**src/rtl/multi_channel_ctl_if.sv**
```systemverilog
// SPI-byte side and regfile/RAM side of the multi-channel LED controller.
// slave = controller, master = SPI/regfile/RAM environment.
interface multi_channel_ctl_if #(
  parameter int CHAN_NUM = 16,
  parameter int CHAN_W   = $clog2(CHAN_NUM),
  parameter int ADDR_W   = 8,
  parameter int REG_NUM  = 8,
  parameter int REG_AW   = $clog2(REG_NUM)
);
  logic                dc_i;
  logic                spi_byte_vld_i;
  logic [7:0]          spi_byte_data_i;
  logic [ADDR_W-1:0]   reg_chan_len_i;
  logic [CHAN_W-1:0]   reg_chan_cnt_i;
  logic                reg_rgbw_i;
  logic [REG_AW-1:0]   reg_rd_addr_o;
  logic                reg_wr_en_o;
  logic [REG_AW-1:0]   reg_wr_addr_o;
  logic [CHAN_NUM-1:0] ram_wr_en_o;
  logic                ram_wr_done_o;
  logic [ADDR_W-1:0]   ram_wr_addr_o;
  logic [3:0]          ram_wr_byte_en_o;
  logic                err_o;

  modport slave (
    input  dc_i, spi_byte_vld_i, spi_byte_data_i,
           reg_chan_len_i, reg_chan_cnt_i, reg_rgbw_i,
    output reg_rd_addr_o, reg_wr_en_o, reg_wr_addr_o,
           ram_wr_en_o, ram_wr_done_o, ram_wr_addr_o, ram_wr_byte_en_o, err_o
  );

  modport master (
    output dc_i, spi_byte_vld_i, spi_byte_data_i,
           reg_chan_len_i, reg_chan_cnt_i, reg_rgbw_i,
    input  reg_rd_addr_o, reg_wr_en_o, reg_wr_addr_o,
           ram_wr_en_o, ram_wr_done_o, ram_wr_addr_o, ram_wr_byte_en_o, err_o
  );
endinterface

```
**src/rtl/multi_channel_ctl.sv**
```systemverilog
// Decodes the SPI command/data byte stream into regfile reads/writes and
// one-hot per-channel pixel RAM writes; all outputs registered.
module multi_channel_ctl #(
  parameter int CHAN_NUM = 16,
  parameter int CHAN_W   = $clog2(CHAN_NUM),
  parameter int ADDR_W   = 8,
  parameter int REG_NUM  = 8,
  parameter int REG_AW   = $clog2(REG_NUM)
)(
  input logic               clk_i,
  input logic               rst_n_i,
  multi_channel_ctl_if.slave bus
);
  localparam logic [7:0] CMD_CONF_WR = 8'h2A;
  localparam logic [7:0] CMD_ADDR_WR = 8'h2B;
  localparam logic [7:0] CMD_DATA_WR = 8'h2C;
  localparam logic [7:0] CMD_CONF_RD = 8'h2D;
  localparam logic [REG_AW:0]   REG_CNT  = (REG_AW+1)'(REG_NUM);
  localparam logic [REG_AW-1:0] REG_LAST = REG_AW'(REG_NUM-1);

  typedef enum logic [2:0] {S_IDLE, S_CONF_WR, S_CONF_RD, S_ADDR_WR, S_DATA_WR} state_t;

  state_t              r_state, w_state_nxt;
  logic [REG_AW:0]     r_idx;
  logic [REG_AW-1:0]   r_rd_addr;
  logic [1:0]          r_ab;
  logic [CHAN_W-1:0]   r_start_chan, r_chan, r_cnt;
  logic [ADDR_W-1:0]   r_start_pix, r_pix, r_len;
  logic [1:0]          r_byte;
  logic                r_rgbw;

  logic                r_reg_wr_en, r_done, r_err;
  logic [REG_AW-1:0]   r_reg_wr_addr;
  logic [CHAN_NUM-1:0] r_ram_wr_en;
  logic [ADDR_W-1:0]   r_ram_addr;
  logic [3:0]          r_byte_en;

  logic w_cmd, w_dat, w_byte_last, w_pix_last, w_chan_last;
  logic w_err, w_reg_we, w_ram_we, w_done;
  logic [CHAN_W-1:0] w_in_chan;
  logic [ADDR_W-1:0] w_in_pix;

  assign w_cmd       = bus.spi_byte_vld_i && !bus.dc_i;
  assign w_dat       = bus.spi_byte_vld_i &&  bus.dc_i;
  assign w_in_chan   = CHAN_W'(bus.spi_byte_data_i);
  assign w_in_pix    = ADDR_W'(bus.spi_byte_data_i);
  assign w_byte_last = (r_byte == (r_rgbw ? 2'd3 : 2'd2));
  assign w_pix_last  = (r_pix == r_len);
  assign w_chan_last = (r_chan == r_cnt);

  always_ff @(posedge clk_i or negedge rst_n_i) begin
    if (!rst_n_i) r_state <= S_IDLE;
    else          r_state <= w_state_nxt;
  end

  always_comb begin
    w_state_nxt = r_state;
    if (w_cmd) begin
      case (bus.spi_byte_data_i)
        CMD_CONF_WR: w_state_nxt = S_CONF_WR;
        CMD_CONF_RD: w_state_nxt = S_CONF_RD;
        CMD_ADDR_WR: w_state_nxt = S_ADDR_WR;
        CMD_DATA_WR: w_state_nxt = S_DATA_WR;
        default:     w_state_nxt = S_IDLE;
      endcase
    end else if (w_done) begin
      w_state_nxt = S_IDLE;
    end
  end

  always_comb begin
    w_err    = 1'b0;
    w_reg_we = 1'b0;
    w_ram_we = 1'b0;
    w_done   = 1'b0;
    if (w_cmd) begin
      w_err = !(bus.spi_byte_data_i inside {CMD_CONF_WR, CMD_CONF_RD, CMD_ADDR_WR, CMD_DATA_WR});
    end else if (w_dat) begin
      case (r_state)
        S_IDLE:    w_err = 1'b1;
        S_CONF_WR: begin
          w_reg_we = (r_idx < REG_CNT);
          w_err    = !w_reg_we;
        end
        S_ADDR_WR: begin
          if (r_ab == 2'd0)      w_err = (w_in_chan > bus.reg_chan_cnt_i);
          else if (r_ab == 2'd1) w_err = (w_in_pix > bus.reg_chan_len_i);
          else                   w_err = 1'b1;
        end
        S_DATA_WR: begin
          w_ram_we = 1'b1;
          w_done   = w_byte_last && w_pix_last && w_chan_last;
        end
        default: ;
      endcase
    end
  end

  always_ff @(posedge clk_i or negedge rst_n_i) begin
    if (!rst_n_i) begin
      r_idx <= '0; r_rd_addr <= '0; r_ab <= '0;
      r_start_chan <= '0; r_start_pix <= '0;
      r_chan <= '0; r_pix <= '0; r_byte <= '0;
      r_cnt <= '0; r_len <= '0; r_rgbw <= 1'b0;
      r_reg_wr_en <= 1'b0; r_reg_wr_addr <= '0;
      r_ram_wr_en <= '0; r_ram_addr <= '0; r_byte_en <= '0;
      r_done <= 1'b0; r_err <= 1'b0;
    end else begin
      // address/lane outputs are only non-zero alongside their strobe
      r_reg_wr_en   <= w_reg_we;
      r_reg_wr_addr <= w_reg_we ? r_idx[REG_AW-1:0] : '0;
      r_ram_wr_en   <= w_ram_we ? (CHAN_NUM'(1) << r_chan) : '0;
      r_ram_addr    <= w_ram_we ? r_pix : '0;
      r_byte_en     <= w_ram_we ? (4'b0001 << r_byte) : '0;
      r_done        <= w_done;
      r_err         <= w_err;
      if (w_cmd) begin
        r_idx <= '0;
        r_ab  <= '0;
        if (bus.spi_byte_data_i == CMD_CONF_RD) r_rd_addr <= '0;
        if (bus.spi_byte_data_i == CMD_DATA_WR) begin
          r_rgbw <= bus.reg_rgbw_i;
          r_len  <= bus.reg_chan_len_i;
          r_cnt  <= bus.reg_chan_cnt_i;
          r_chan <= r_start_chan;
          r_pix  <= r_start_pix;
          r_byte <= '0;
        end
      end else if (w_dat) begin
        case (r_state)
          S_CONF_WR: if (w_reg_we) r_idx <= r_idx + 1'b1;
          S_CONF_RD: r_rd_addr <= (r_rd_addr == REG_LAST) ? '0 : r_rd_addr + 1'b1;
          S_ADDR_WR: begin
            if (r_ab == 2'd0) begin
              r_start_chan <= w_err ? '0 : w_in_chan;
              r_ab         <= 2'd1;
            end else if (r_ab == 2'd1) begin
              r_start_pix <= w_err ? '0 : w_in_pix;
              r_ab        <= 2'd2;
            end
          end
          S_DATA_WR: begin
            if (w_done) begin
              r_start_chan <= '0;
              r_start_pix  <= '0;
            end else if (w_byte_last) begin
              r_byte <= '0;
              if (w_pix_last) begin
                r_pix  <= '0;
                r_chan <= r_chan + 1'b1;
              end else begin
                r_pix <= r_pix + 1'b1;
              end
            end else begin
              r_byte <= r_byte + 1'b1;
            end
          end
          default: ;
        endcase
      end
    end
  end

  assign bus.reg_rd_addr_o    = r_rd_addr;
  assign bus.reg_wr_en_o      = r_reg_wr_en;
  assign bus.reg_wr_addr_o    = r_reg_wr_addr;
  assign bus.ram_wr_en_o      = r_ram_wr_en;
  assign bus.ram_wr_done_o    = r_done;
  assign bus.ram_wr_addr_o    = r_ram_addr;
  assign bus.ram_wr_byte_en_o = r_byte_en;
  assign bus.err_o            = r_err;
endmodule
```
**src/flat_wrapper.sv**
```systemverilog
// flat-port wrapper written by rule: the top's interface ports become plain ports
module multi_channel_ctl_flat 
#(
  parameter int CHAN_NUM = 16,
  parameter int CHAN_W   = $clog2(CHAN_NUM),
  parameter int ADDR_W   = 8,
  parameter int REG_NUM  = 8,
  parameter int REG_AW   = $clog2(REG_NUM)
)
  (clk_i, rst_n_i, bus_dc_i, bus_spi_byte_vld_i, bus_spi_byte_data_i, bus_reg_chan_len_i, bus_reg_chan_cnt_i, bus_reg_rgbw_i, bus_reg_rd_addr_o, bus_reg_wr_en_o, bus_reg_wr_addr_o, bus_ram_wr_en_o, bus_ram_wr_done_o, bus_ram_wr_addr_o, bus_ram_wr_byte_en_o, bus_err_o);
  multi_channel_ctl_if #(.CHAN_NUM(CHAN_NUM), .CHAN_W(CHAN_W), .ADDR_W(ADDR_W), .REG_NUM(REG_NUM), .REG_AW(REG_AW)) bus_i ();
  input logic clk_i;
  input logic rst_n_i;
  input wire logic [$bits(bus_i.dc_i)-1:0] bus_dc_i;
  input wire logic [$bits(bus_i.spi_byte_vld_i)-1:0] bus_spi_byte_vld_i;
  input wire logic [$bits(bus_i.spi_byte_data_i)-1:0] bus_spi_byte_data_i;
  input wire logic [$bits(bus_i.reg_chan_len_i)-1:0] bus_reg_chan_len_i;
  input wire logic [$bits(bus_i.reg_chan_cnt_i)-1:0] bus_reg_chan_cnt_i;
  input wire logic [$bits(bus_i.reg_rgbw_i)-1:0] bus_reg_rgbw_i;
  output wire logic [$bits(bus_i.reg_rd_addr_o)-1:0] bus_reg_rd_addr_o;
  output wire logic [$bits(bus_i.reg_wr_en_o)-1:0] bus_reg_wr_en_o;
  output wire logic [$bits(bus_i.reg_wr_addr_o)-1:0] bus_reg_wr_addr_o;
  output wire logic [$bits(bus_i.ram_wr_en_o)-1:0] bus_ram_wr_en_o;
  output wire logic [$bits(bus_i.ram_wr_done_o)-1:0] bus_ram_wr_done_o;
  output wire logic [$bits(bus_i.ram_wr_addr_o)-1:0] bus_ram_wr_addr_o;
  output wire logic [$bits(bus_i.ram_wr_byte_en_o)-1:0] bus_ram_wr_byte_en_o;
  output wire logic [$bits(bus_i.err_o)-1:0] bus_err_o;
  assign bus_i.dc_i = bus_dc_i;
  assign bus_i.spi_byte_vld_i = bus_spi_byte_vld_i;
  assign bus_i.spi_byte_data_i = bus_spi_byte_data_i;
  assign bus_i.reg_chan_len_i = bus_reg_chan_len_i;
  assign bus_i.reg_chan_cnt_i = bus_reg_chan_cnt_i;
  assign bus_i.reg_rgbw_i = bus_reg_rgbw_i;
  assign bus_reg_rd_addr_o = bus_i.reg_rd_addr_o;
  assign bus_reg_wr_en_o = bus_i.reg_wr_en_o;
  assign bus_reg_wr_addr_o = bus_i.reg_wr_addr_o;
  assign bus_ram_wr_en_o = bus_i.ram_wr_en_o;
  assign bus_ram_wr_done_o = bus_i.ram_wr_done_o;
  assign bus_ram_wr_addr_o = bus_i.ram_wr_addr_o;
  assign bus_ram_wr_byte_en_o = bus_i.ram_wr_byte_en_o;
  assign bus_err_o = bus_i.err_o;
  multi_channel_ctl #(.CHAN_NUM(CHAN_NUM), .CHAN_W(CHAN_W), .ADDR_W(ADDR_W), .REG_NUM(REG_NUM), .REG_AW(REG_AW)) u_core (.clk_i(clk_i), .rst_n_i(rst_n_i), .bus(bus_i));
endmodule
```
**config.mk**
```make
export PLATFORM = sky130hd
export DESIGN_NAME = multi_channel_ctl_flat
export DESIGN_NICKNAME = d
export VERILOG_FILES = /design/src/rtl/multi_channel_ctl_if.sv /design/src/rtl/multi_channel_ctl.sv /design/src/flat_wrapper.sv
export SDC_FILE = /design/constraint.sdc
export NUM_CORES = 1
export LEC_CHECK = 0
export ABC_AREA = 0
export CAP_MARGIN = 20
export CORE_MARGIN = 2
export CORE_UTILIZATION = 43
export DETAILED_ROUTE_END_ITERATION = 10
export GPL_TIMING_DRIVEN = 0
export HOLD_SLACK_MARGIN = 0.08
export PLACE_DENSITY = 0.69
export SLEW_MARGIN = 20
export SYNTH_ARGS = -nofsm -noshare
export SYNTH_HDL_FRONTEND = slang
export SYNTH_SLANG_ARGS = --single-unit
```
**constraint.sdc**
```tcl
create_clock -name clk_i -period 1.9 [get_ports clk_i]
set_clock_uncertainty 0.05 [all_clocks]
set_input_delay 0.57 -clock clk_i [delete_from_list [all_inputs] [get_ports clk_i]]
set_output_delay 0.57 -clock clk_i [all_outputs]
set_load 0.03 [all_outputs]
```
### Word level (Yosys, flattened, before mapping)

Cells that the tools add are included.

| word-level totals | value |
|---|---|
| input port bits | 25 |
| word-level logic and storage cells | 145 |
| output and inout port bits | 37 |
| register bits | 85 |

| operators by class | value |
|---|---|
| $add $sub $neg | 5 |
| order comparisons | 3 |
| eq/ne operators | 20 |
| shift-type cells | 2 |
| bitwise gates (word level) | 1 |
| reductions and logical operators | 30 |
| muxes and demuxes | 65 |

Operators by type and width:

| kind | number |
|---|---|
| two-way mux 8 bit | 12 |
| two-way mux 4 bit | 15 |
| equality test 8 x 6 -> 1 bit (second input constant) | 4 |
| two-way mux 3 bit | 8 |
| two-way mux 2 bit | 11 |
| nonzero test 2 bit | 10 |
| two-way mux 16 bit | 1 |
| case mux 8 bit (2 select lines) | 1 |
| left shift 1 x 4 -> 16 bit (first input constant) | 1 |
| two-way mux 1 bit | 14 |
| case mux 3 bit (4 select lines) | 1 |
| AND reduction 6 bit | 2 |
| AND reduction 5 bit | 2 |
| AND reduction 3 bit | 3 |
| adder 4 x 1 -> 4 bit (second input constant) | 2 |
| adder 8 x 1 -> 8 bit (second input constant) | 1 |
| equality test 8 bit | 1 |
| > comparator 8 bit | 1 |
| inequality test 2 x 1 -> 1 bit (second input constant) | 4 |
| case mux 4 bit (2 select lines) | 1 |
| equality test 3 x 2 -> 1 bit (second input constant) | 2 |
| equality test 3 bit (second input constant) | 2 |
| inequality test 2 bit (second input constant) | 3 |
| equality test 4 bit | 1 |
| 18 further kinds | 23 |

### Depth between registers and ports, before layout

Gate-level depths: netlist of the first run.

| logic depth | value |
|---|---|
| word-level depth | 11 |
| depth in mapped cells | 9 |
| depth with buffers taken out | 8 |

### Least setup slack after synthesis of the first run

OpenSTA, ideal clock, no wires.

| timing path | value |
|---|---|
| path type | input -> register |
| start point | input bus_spi_byte_vld_i |
| end point | register u_core.r_pix[0] |
| data arrival time | 2.033 ns |
| required time | 1.722 ns |
| setup slack | -0.310 ns |
| buffers on the path | 1 |
| library setup time | 0.128 ns |
| stages | 7 |
| path through | buf_2 -> nor4bb_1 -> nand4_1 -> inv_1 -> a21oi_2 -> nor2_2 -> mux2_1 |

| on the way | value |
|---|---|
| word-level cells in the longest chain between the ends | 5 |
| elaborated cells on any way between the ends | 11 |
| those cells by class | eq/ne: 2; mux: 3; reduce/logical: 6 |

RTL lines:

| element | RTL line | source |
|---|---|---|
| from (decl) | flat_wrapper.sv:15 | `input wire logic [$bits(bus_i.spi_byte_vld_i)-1:0] bus_spi_byte_vld_i;` |
| logical AND 1 bit | multi_channel_ctl.sv:44 | `assign w_dat = bus.spi_byte_vld_i && bus.dc_i;` |
| two-way mux 1 bit | multi_channel_ctl.sv:78 | `end else if (w_dat) begin` |
| two-way mux 1 bit | multi_channel_ctl.sv:76 | `if (w_cmd) begin` |
| inequality test 2 x 1 -> 1 bit (no line) | - |  |
| AND reduction 5 bit (no line) | - |  |
| to (signal assigned) | multi_channel_ctl.sv:126 | `r_pix <= r_start_pix;` |
| to (signal assigned) | multi_channel_ctl.sv:152 | `r_pix <= r_pix + 1'b1;` |
| to (decl) | multi_channel_ctl.sv:28 | `logic [ADDR_W-1:0] r_start_pix, r_pix, r_len;` |

Parallel ways exist; a longest one is shown, timed or not.
A chain may end at the register's enable or synchronous reset.

### Worst setup path after layout of the first run

| timing path | value |
|---|---|
| start point | register u_core.r_state[0] |
| end point | register u_core.r_start_pix[4] |

| on the way | value |
|---|---|
| word-level cells in the longest chain between the ends | 8 |
| elaborated cells on any way between the ends | 19 |
| those cells by class | eq/ne: 6; mux: 10; reduce/logical: 3 |

RTL lines:

| element | RTL line | source |
|---|---|---|
| from (decl) | multi_channel_ctl.sv:23 | `state_t r_state, w_state_nxt;` |
| from (signal assigned) | multi_channel_ctl.sv:53 | `else r_state <= w_state_nxt;` |
| equality test 3 x 2 -> 1 bit, or another cell as far along | multi_channel_ctl.sv:79, multi_channel_ctl.sv:130 |  |
| case mux 1 bit (3 select lines) | multi_channel_ctl.sv:79 | `case (r_state)` |
| two-way mux 1 bit | multi_channel_ctl.sv:78 |  |
| two-way mux 1 bit | multi_channel_ctl.sv:76 |  |
| two-way mux 8 bit | multi_channel_ctl.sv:138 | `r_start_pix <= w_err ? '0 : w_in_pix;` |
| two-way mux 8 bit | multi_channel_ctl.sv:137 | `end else if (r_ab == 2'd1) begin` |
| two-way mux 8 bit | multi_channel_ctl.sv:134 | `if (r_ab == 2'd0) begin` |
| case mux 8 bit (2 select lines) | multi_channel_ctl.sv:130 | `case (r_state)` |
| to (signal assigned) | multi_channel_ctl.sv:138 |  |
| to (decl) | multi_channel_ctl.sv:28 |  |

Parallel ways exist; a longest one is shown, timed or not. The select of a mux whose other input is x is not followed.

==> run_results.csv, run 1 <==
group,metric,value,unit
routing,firstDrtPassIters,4,
timing,finalHoldViolations,0,
critical_path,cp_slowest_cell,"or3b_4",
critical_path,reg2reg_depth,7,
finish,final_common_cell,"dfrtp_1",
timing,fmax,459,MHz
synthesis,async_reset_ff_share,100,%
finish,design_area,6030,sq um
die,core,9640,sq um
synthesis,synth-main-ff-cell,"dfrtp_1",
critical_path,worstPathArrival,2.37,ns
timing,fin_crit,2.18,ns
grt,grt_max_degree,48,
grt,grt_pass1_vias,3371,
critical_path,end_kind,"flop",
timing,final_max_slew_viol_count,0,
critical_path,critPathKind,"flop to flop",
place,dp_hpwl,7.37,mm
timing,finalSetupViolCount,27,
routing,wl_per_cell,16.3,um
die,start_util,43.6,%
cts,cts_root_buffer,"clkbuf_8",
critical_path,critical_path.startpoint_type,"flop",
cts,numCtsBuffers,9,
routing,num_vias,3442,
finish,fin_util,62.5,%
finish,fillers,807,
finish,diodes,0,
place,place_congestion,0.885,
cts,htreeDepth,3,
cts,tritoncts,"built",
grt,grt_antenna_before_repair,0,
routing,vias_per_cell,5.23,
critical_path,slowest_delay,0.44,ns
cts,cts.sinks,85,
grt,gr-total-overflow,0,
timing,grt_setup_unrepaired,"true",
die,die_area,10600,sq um
die,io_pins,62,
cts,clk_latency,0.36,ns
critical_path,worst-path-buf-inv,1,
synthesis,synth_cell_types,52,
synthesis,synth_enable_flop_cells,0,
critical_path,worst-path-max-fanout,4,
critical_path,crit_chain,"or3b_4 > nor4b_4 > nand4_2 > a21oi_4 > buf_6 > nor2b_4 > a31o_4",
flow_run,maxCapViolCount,0,
cts,cts.path.max_buffers,2,
synthesis,seq_area_frac_synth,50.6,%
timing,finalSetupTns,-5.00,ns
power_and_ir_drop,powerDensity,614,nW/um^2
cts,clk_transition_reported_paths,0.10,ns
synthesis,syn_inst,415,
die,die_width,103,um
timing,post-route-period-util,115,%
routing,drt_iter0_drc,90,
place,io_buffers,60,
run_status,violations,"setup timing",
cts,holdBufCountCts,0,
die,rows,36,
synthesis,ys.warnings.count,0,
synthesis,synth_area,4210,sq um
min_path,hold_path.class,"input pin to async pin",
synthesis,syn_nets,466,
die,die_h,103,um
timing,tightest_slew,0.526,ns
finish,nNetsFinal,571,
run_status,outcome,"finished, violations left",
routing,wirelength,10.7,mm
grt,grt_usage,21.2,%
grt,grt_pass1_wl,17.0,mm
critical_path,crit_family,"simple AND/OR/NAND/NOR gates",
power_and_ir_drop,leakage,2.99,nW
finish,area_growth,43.2,%
routing,drc,0,
power_and_ir_drop,vdd_drop_max,362,uV
place,place_area,5270,sq um
timing,slew_headroom,65.0,%
finish,layout_common_cells,"dfrtp_1 (79), nand2_1 (46), dlygate4sd2_1 (44)",
timing,worst_slack,-0.277,ns
synthesis,synth_seq_cells,85,
critical_path,cp.depth,7,
synthesis,syn_area_per_cell,10.1,sq um
routing,ant_nets,0,
critical_path,worst_ep_required_time,2.10,ns
finish,final_layout_size_suffix_gt1_share,31.2,%
## path summary, 6_finish.rpt
check | start | end | slack (ns)
max in group asynchronous | rst_n_i | u_core.r_state[2] | 1.03
setup / recovery | u_core.r_state[0] | u_core.r_start_pix[4] | -0.28
hold reg to reg | u_core.r_cnt[2] | u_core.r_cnt[2] | 0.46
min in group clk_i | bus_spi_byte_vld_i | u_core.r_ab[0] | 0.40
setup reg to reg | u_core.r_state[0] | u_core.r_start_pix[4] | -0.28
hold / removal | rst_n_i | u_core.r_pix[4] | 0.13
## synthesized netlist by cell type, types with 3 or more instances
library cell  count  area share [%]
and2_1            9             1.3
buf_2             3            0.36
nand3_1          11             1.3
clkbuf_1          7            0.62
dfrtp_1          85              51
nand2b_1          3            0.45
nand2_1          50             4.5
a31oi_1           3            0.45
nand4_1           4            0.59
o21ai_0          31             3.7
a21o_1            4            0.71
ha_1             26             7.7
nor3_1            8            0.95
nor2b_1          14             2.1
a31o_2           10             2.1
o211ai_1          3            0.54
xor2_1           14             2.9
nand3b_1          3            0.54
inv_1            26             2.3
a21oi_1          19             2.3
and3_1           11             1.6
nor2_1           28             2.5
a32oi_1           3            0.62
## state kept, by name, indices dropped and copies added (netlist names)
register / cells
u_core.bus.reg_rd_addr_o: 3
u_core.r_byte: 2
u_core.r_start_pix: 8
u_core.r_start_chan: 4
u_core.r_len: 8
u_core.bus.reg_wr_en_o: 1
u_core.bus.ram_wr_addr_o: 8
u_core.r_cnt: 4
u_core.bus.reg_wr_addr_o: 3
u_core.r_state: 3
u_core.r_pix: 8
u_core.bus.err_o: 1
u_core.bus.ram_wr_done_o: 1
u_core.r_chan: 4
u_core.r_idx: 4
u_core.bus.ram_wr_byte_en_o: 4
u_core.r_ab: 2
u_core.bus.ram_wr_en_o: 16
u_core.r_rgbw: 1
## area by class of cell
type	count	area (sq um)	area share (%)
multi-input cells	291	2410	39.9
flip-flops and latches	85	2130	35.4
repair buffers	97	862	14.3
well taps	133	166	2.76
inverters	26	140	2.33
clock buffers	9	124	2.06
clock inverters	7	98.8	1.64
plain buffers	10	93.8	1.56
## through the flow
step	hold WS, ns	worst slack (ns)	total power [W]	instances
3_3_place_gp	0.435	-2.80	0.00224	608
5_1_grt	0.163	-0.353	0.00385	658
6_report	0.130	-0.277	0.00370	658
4_1_cts	0.145	-0.303	0.00372	651
2_1_floorplan	0.224	-0.186	0.00207	415
3_5_place_dp	0.439	-1.40	0.00225	609
## per-layer routing
| metal | GRT usage, % | routed length, um |
|---|---|---|
| met1 | 28.5 | 4900 |
| met5 | 0 | 0 |
| met2 | 34.2 | 5220 |
| met3 | 2.71 | 381 |
| met4 | 9.72 | 198 |
## power by group
group	switching, W	internal [W]
clock network	0.000692	0.000747
registers	0.0000209	0.00183
logic	0.000241	0.000171
total	0.000954	0.00275
## worst reg2reg max path: stages (launching register included)
cell and delay, ns:
dfrtp_1 0.41, or3b_4 0.44, nor4b_4 0.30, nand4_2 0.21, a21oi_4 0.24, buf_6 0.17, nor2b_4 0.05, a31o_4 0.19
## cells by family after synthesis
group                    count (synthesis)  synth area share (%)
AO/OA/AOI/OAI                           91                  14.3
flip-flops                              85                  50.6
AND/OR/NAND/NOR                        156                  19.6
XOR/XNOR                                15                  3.12
buffers and inverters                   39                  3.93
adder cells (fa/ha/maj)                 26                  7.73
multiplexers                             3                 0.744
## timing repair
action                     4_1_cts  5_1_grt
setup endpoints to repair      102       49
buffers inserted                27        8
resized for setup              143       38
pin swaps                       28       23
gates cloned                     1        0
Note: power is estimated with default switching activity, not from simulation.
==> inputs of run 2 (changes only) <==
--- a/config.mk
+++ b/config.mk
@@ -10,9 +10,10 @@
 export CORE_MARGIN = 2
 export CORE_UTILIZATION = 43
 export DETAILED_ROUTE_END_ITERATION = 10
+export DONT_BUFFER_PORTS = 1
 export GPL_TIMING_DRIVEN = 0
 export HOLD_SLACK_MARGIN = 0.08
-export PLACE_DENSITY = 0.69
+export PLACE_DENSITY = 0.61
 export SLEW_MARGIN = 20
 export SYNTH_ARGS = -nofsm -noshare
 export SYNTH_HDL_FRONTEND = slang
==> run_results.csv, run 2 (same netlist as run 1, synthesis figures left out) <==
group,metric,value,unit
grt,grt_pass1_vias,3281,
finish,diodes,0,
power_and_ir_drop,internal_power,0.00255,W
critical_path,worst_ep_required_time,2.10,ns
die,core,9640,sq um
critical_path,r2r_start,"u_core.r_state[0]",
place,place_congestion,0.816,
critical_path,slowest_delay,0.40,ns
routing,wl_per_cell,17.0,um
power_and_ir_drop,seqPwrFrac,54.6,%
timing,finalSetupViolCount,25,
timing,worst_slack,-0.251,ns
routing,wirelength,10.1,mm
routing,vias_per_cell,5.40,
cts,cts.path.max_buffers,2,
finish,design_area,5240,sq um
timing,tightest_slew,0.575,ns
place,io_buffers,0,
power_and_ir_drop,switching_power,0.000855,W
critical_path,crit_top_cell,"buf_6",
grt,gr-total-overflow,0,
finish,final_layout_size_suffix_gt1_share,27.1,%
cts,clk_latency,0.36,ns
timing,slew_headroom,61.7,%
critical_path,critical_path.startpoint_type,"flop",
timing,grt_setup_unrepaired,"true",
grt,grt_usage,21.0,%
finish,fin_util,54.3,%
critical_path,startpoint,"u_core.r_state[0]",
critical_path,worstPathArrival,2.35,ns
routing,ant_nets,0,
die,die_width,103,um
routing,drt_iter0_drc,114,
critical_path,end_kind,"flop",
critical_path,critPathKind,"flop to flop",
power_and_ir_drop,clockPowerShare,38.2,%
die,io_pins,62,
place,dp_slack,-0.741,ns
cts,cts.sinks,85,
power_and_ir_drop,combPwrFrac,7.2,%
critical_path,cp_slowest_cell,"or3b_4",
power_and_ir_drop,leakage,2.50,nW
place,dp_hpwl,6.96,mm
die,die_area,10600,sq um
power_and_ir_drop,swShare,25.1,%
timing,final_max_slew_viol_count,0,
power_and_ir_drop,power,0.00340,W
die,rows,36,
timing,timing.hold.ws,-0.153,ns
min_path,hold_path.class,"input pin to async pin",
critical_path,worst-path-max-fanout,6,
finish,largest_reg_flops,16,
finish,layout_common_cells,"dfrtp_1 (80), nand2_1 (49), o21ai_0 (30)",
timing,finalHoldViolations,85,
power_and_ir_drop,vdd_drop_max,329,uV
finish,area_growth,24.4,%
cts,clk_transition_reported_paths,0.09,ns
timing,fin_crit,2.15,ns
die,die_h,103,um
place,place_area,4650,sq um
cts,cts_root_buffer,"clkbuf_8",
run_status,violations,"hold timing, setup timing",
cts,tritoncts,"built",
timing,fmax,465,MHz
finish,final_common_cell,"dfrtp_1",
flow_run,maxCapViolCount,0,
critical_path,crit_chain,"buf_6 > or3b_4 > nor4b_4 > nand4_2 > a21oi_4 > buf_6 > nor2b_1 > a31o_4",
routing,drc,0,
grt,grt_antenna_before_repair,0,
power_and_ir_drop,powerDensity,650,nW/um^2
grt,grt_pass1_wl,17.0,mm
cts,numCtsBuffers,9,
cts,htreeDepth,3,
run_status,outcome,"finished, violations left",
routing,num_vias,3212,
grt,grt_max_degree,86,
timing,post-route-period-util,113,%
routing,firstDrtPassIters,4,
die,start_util,43.6,%
finish,nNetsFinal,508,
run 2: stage by stage:
step	setup TNS [ns]	instances	hold WS (ns)
finish	-3.65	595	-0.153
global route	-7.90	595	-0.185
CTS	-3.02	588	-0.164
detailed placement	-18.30	548	0.227
global placement	-17.76	548	0.227
floorplan	-2.30	415	0.224
run 2: timing repair:
action                                  4_1_cts  5_1_grt
pin swaps                                    14        8
cloned                                        0        0
buffers inserted                             25        7
endpoints found under the setup margin       40       30
endpoints found under the hold margin        85       85
gates resized for setup                      25       16
run 2: final timing paths:
kind / endpoint / slack [ns] / depth (start not counted)
setup / recovery: u_core.r_start_pix[0] / -0.25 / 8
hold / removal: u_core.bus.ram_wr_addr_o[7] / -0.15 / 0
setup reg to reg: u_core.r_start_pix[0] / -0.25 / 8
hold reg to reg: u_core.r_cnt[0] / 0.45 / 2
max in group asynchronous: u_core.r_state[1] / 1.81 / 0
min in group clk_i: u_core.r_cnt[0] / 0.26 / 2
run 2: layer usage:
layer / track usage, % / routed length, um / up-vias
met1: 28.7 / 4500 / 1581
met3: 4.75 / 572 / 16
li1: - / - / 1527
met4: 5.97 / 176 / 0
met2: 33.8 / 4850 / 88
met5: 0 / 0 / -
run 2: power by group through the flow:
stage	registers, W	clock network (W)	logic (W)
2_1_floorplan	0.00189	0	0.000179
5_1_grt	0.00186	0.00141	0.000280
4_1_cts	0.00186	0.00132	0.000245
3_5_place_dp	0.00189	0	0.000226
3_3_place_gp	0.00189	0	0.000221
6_report	0.00186	0.00130	0.000245
run 2: layout make-up:
type	count	area, sq um
Timing Repair Buffer	32	259
Clock buffer	9	124
Inverter	26	140
Sequential cell	85	2130
Clock inverter	7	75.1
Tap cell	133	166
Fill cell	897	4400
Multi-Input combinational cell	291	2250
Buffer	12	90.1
run 2: worst max-delay path: cells and delay by family (launching register included):
kind	cells	cell delay [ns]
simple gates	4	0.94
compound gates	2	0.42
flops	1	0.39
buf+inv	2	0.25
==> inputs of run 3 (changes only) <==
--- a/config.mk
+++ b/config.mk
@@ -13,7 +13,7 @@
 export DONT_BUFFER_PORTS = 1
 export GPL_TIMING_DRIVEN = 0
 export HOLD_SLACK_MARGIN = 0.08
-export PLACE_DENSITY = 0.61
+export PLACE_DENSITY = 0.59
 export SLEW_MARGIN = 20
 export SYNTH_ARGS = -nofsm -noshare
 export SYNTH_HDL_FRONTEND = slang
==> constraint.sdc (replaced) <==
create_clock -name clk_i -period 2.51 [get_ports clk_i]
set_clock_uncertainty 0.05 [all_clocks]
set_input_delay 0.753 -clock clk_i [delete_from_list [all_inputs] [get_ports clk_i]]
set_output_delay 0.753 -clock clk_i [all_outputs]
set_load 0.03 [all_outputs]
==> run_results.csv, run 3 (same netlist as run 1, synthesis figures left out) <==
group,metric,value,unit
timing,tightest_slew,0.630,ns
routing,ant_nets,0,
cts,cts.path.max_buffers,2,
die,die_h,103,um
die,core,9640,sq um
critical_path,critPathKind,"flop to flop",
finish,multiInputGateArea,1920,sq um
finish,largest_reg_flops,16,
cts,cts_root_buffer,"clkbuf_8",
timing,finalSetupViolCount,0,
critical_path,r2r_slack,0.14,ns
routing,drt_iter0_drc,113,
min_path,hold_path.class,"input pin to async pin",
die,die_area,10600,sq um
finish,fillers,932,
finish,final_common_cell,"dfrtp_1",
routing,num_vias,3063,
timing,fmax,423,MHz
routing,wl_per_cell,17.0,um
finish,diodes,0,
place,dp.cells,548,
place,place_congestion,0.822,
routing,highest_layer,"met4",
routing,wl_met1,4.29,mm
cts,htreeDepth,3,
routing,drc,2,
routing,firstDrtPassIters,7,
grt,grt_pass1_vias,3024,
timing,grt_setup_unrepaired,"false",
finish,layout_common_cells,"dfrtp_1 (85), nand2_1 (50), o21ai_0 (31)",
timing,post-route-period-util,94.3,%
power_and_ir_drop,powerDensity,560,nW/um^2
die,rows,36,
routing,met3_wirelength,583,um
finish,regArea,2130,sq um
finish,design_area,4600,sq um
place,dp_hpwl,6.88,mm
run_status,violations,"DRC",
grt,gr-total-overflow,0,
timing,final_max_slew_viol_count,0,
place,io_buffers,0,
finish,final_layout_size_suffix_gt1_share,10.4,%
critical_path,worst_ep_required_time,2.71,ns
grt,grt_max_degree,86,
grt,grt_usage,19.5,%
cts,cts.sinks,85,
grt,grt_pass1_wl,15.5,mm
routing,vias_per_cell,5.42,
finish,area_growth,9.25,%
die,die_width,103,um
flow_run,maxCapViolCount,0,
cts,clk_transition_reported_paths,0.10,ns
cts,numCtsBuffers,9,
finish,fin_cells,565,
critical_path,worst-path-max-fanout,7,
run_status,outcome,"finished, violations left",
die,start_util,43.6,%
timing,fin_crit,2.37,ns
power_and_ir_drop,vdd_drop_max,254,uV
die,io_pins,62,
place,place_area,4370,sq um
routing,wirelength,9.59,mm
critical_path,worstPathArrival,2.56,ns
finish,nNetsFinal,478,
grt,grt_antenna_before_repair,0,
cts,tritoncts,"built",
timing,slew_headroom,58.0,%
power_and_ir_drop,leakage,2.28,nW
critical_path,critical_path.startpoint_type,"flop",
timing,finalHoldViolations,0,
cts,clk_latency,0.37,ns
critical_path,end_kind,"flop",
routing,met2_length,4.54,mm
==> run 3: changes by cell type in the layout (fill, tap and decap cells not counted), moves of 8 or more <==
cell	delta
buf_4	-26
inv_1	+11
a31o_2	+8
a31o_4	-8
ha_1	+8
ha_4	-8
==> run 3: cell type report <==
cell class                      instances  share of cell area [%]
Buffer                                 13                    1.50
Clock buffer                           10                    2.99
Clock inverter                          6                    1.50
Inverter                               26                    2.12
Multi-Input combinational cell        291                    41.8
Sequential cell                        85                    46.3
Tap cell                              133                    3.62
Timing Repair Buffer                    1                   0.163
==> run 3: final timing paths <==
path / from / cells past startpoint / to
worst min-delay path: rst_n_i / 0 / u_core.r_pix[4]
min in group clk_i: bus_reg_chan_cnt_i[0] / 2 / u_core.r_cnt[0]
worst min register to register: u_core.r_cnt[0] / 2 / u_core.r_cnt[0]
worst max-delay path: u_core.r_pix[5] / 6 / u_core.r_pix[0]
max in group asynchronous: rst_n_i / 0 / u_core.r_byte[0]
worst max register to register: u_core.r_pix[5] / 6 / u_core.r_pix[0]
==> run 3: layer usage <==
| layer | track usage [%] | up-vias |
|---|---|---|
| li1 | - | 1472 |
| met1 | 26.5 | 1484 |
| met2 | 30.0 | 91 |
| met3 | 4.88 | 16 |
| met4 | 7.79 | 0 |
| met5 | 0 | - |
==> run 3: what timing repair did <==
item | in CTS | in global routing
resized for setup | 0 | 2
cloned | 0 | 0
endpoints found under the setup margin | 1 | 8
pin swaps | 1 | 0
buffers inserted | 1 | 0
endpoints found under the hold margin | 85 | 85
==> run 3: through the flow <==
stage | setup TNS, ns | util [%] | power [W] | setup WS (ns) | hold slack, ns
3_3_place_gp | -5.76 | 45.4 | 0.00157 | -0.381 | 0.412
3_5_place_dp | -6.19 | 45.4 | 0.00158 | -0.403 | 0.411
5_1_grt | 0 | 47.7 | 0.00270 | 0.00995 | -0.00459
6_report | 0 | 47.7 | 0.00257 | 0.144 | 0.0249
4_1_cts | 0 | 47.6 | 0.00260 | 0.0434 | 0.0106
2_1_floorplan | 0 | - | 0.00154 | 0.117 | 0.407
==> run 3: critical path: stages (launching register included) <==
cell	delay, ns
dfrtp_1	0.46
xor2_1	0.21
nor4_4	0.43
nand4_1	0.32
a21oi_4	0.34
nor2_2	0.09
mux2_1	0.34
==> run 3: power breakdown <==
part	leakage (nW)	switching [W]	internal (W)
clock	0.104	0.000523	0.000496
sequential	1.16	0.0000233	0.00138
combinational	1.01	0.0000914	0.0000546
total	2.28	0.000638	0.00193
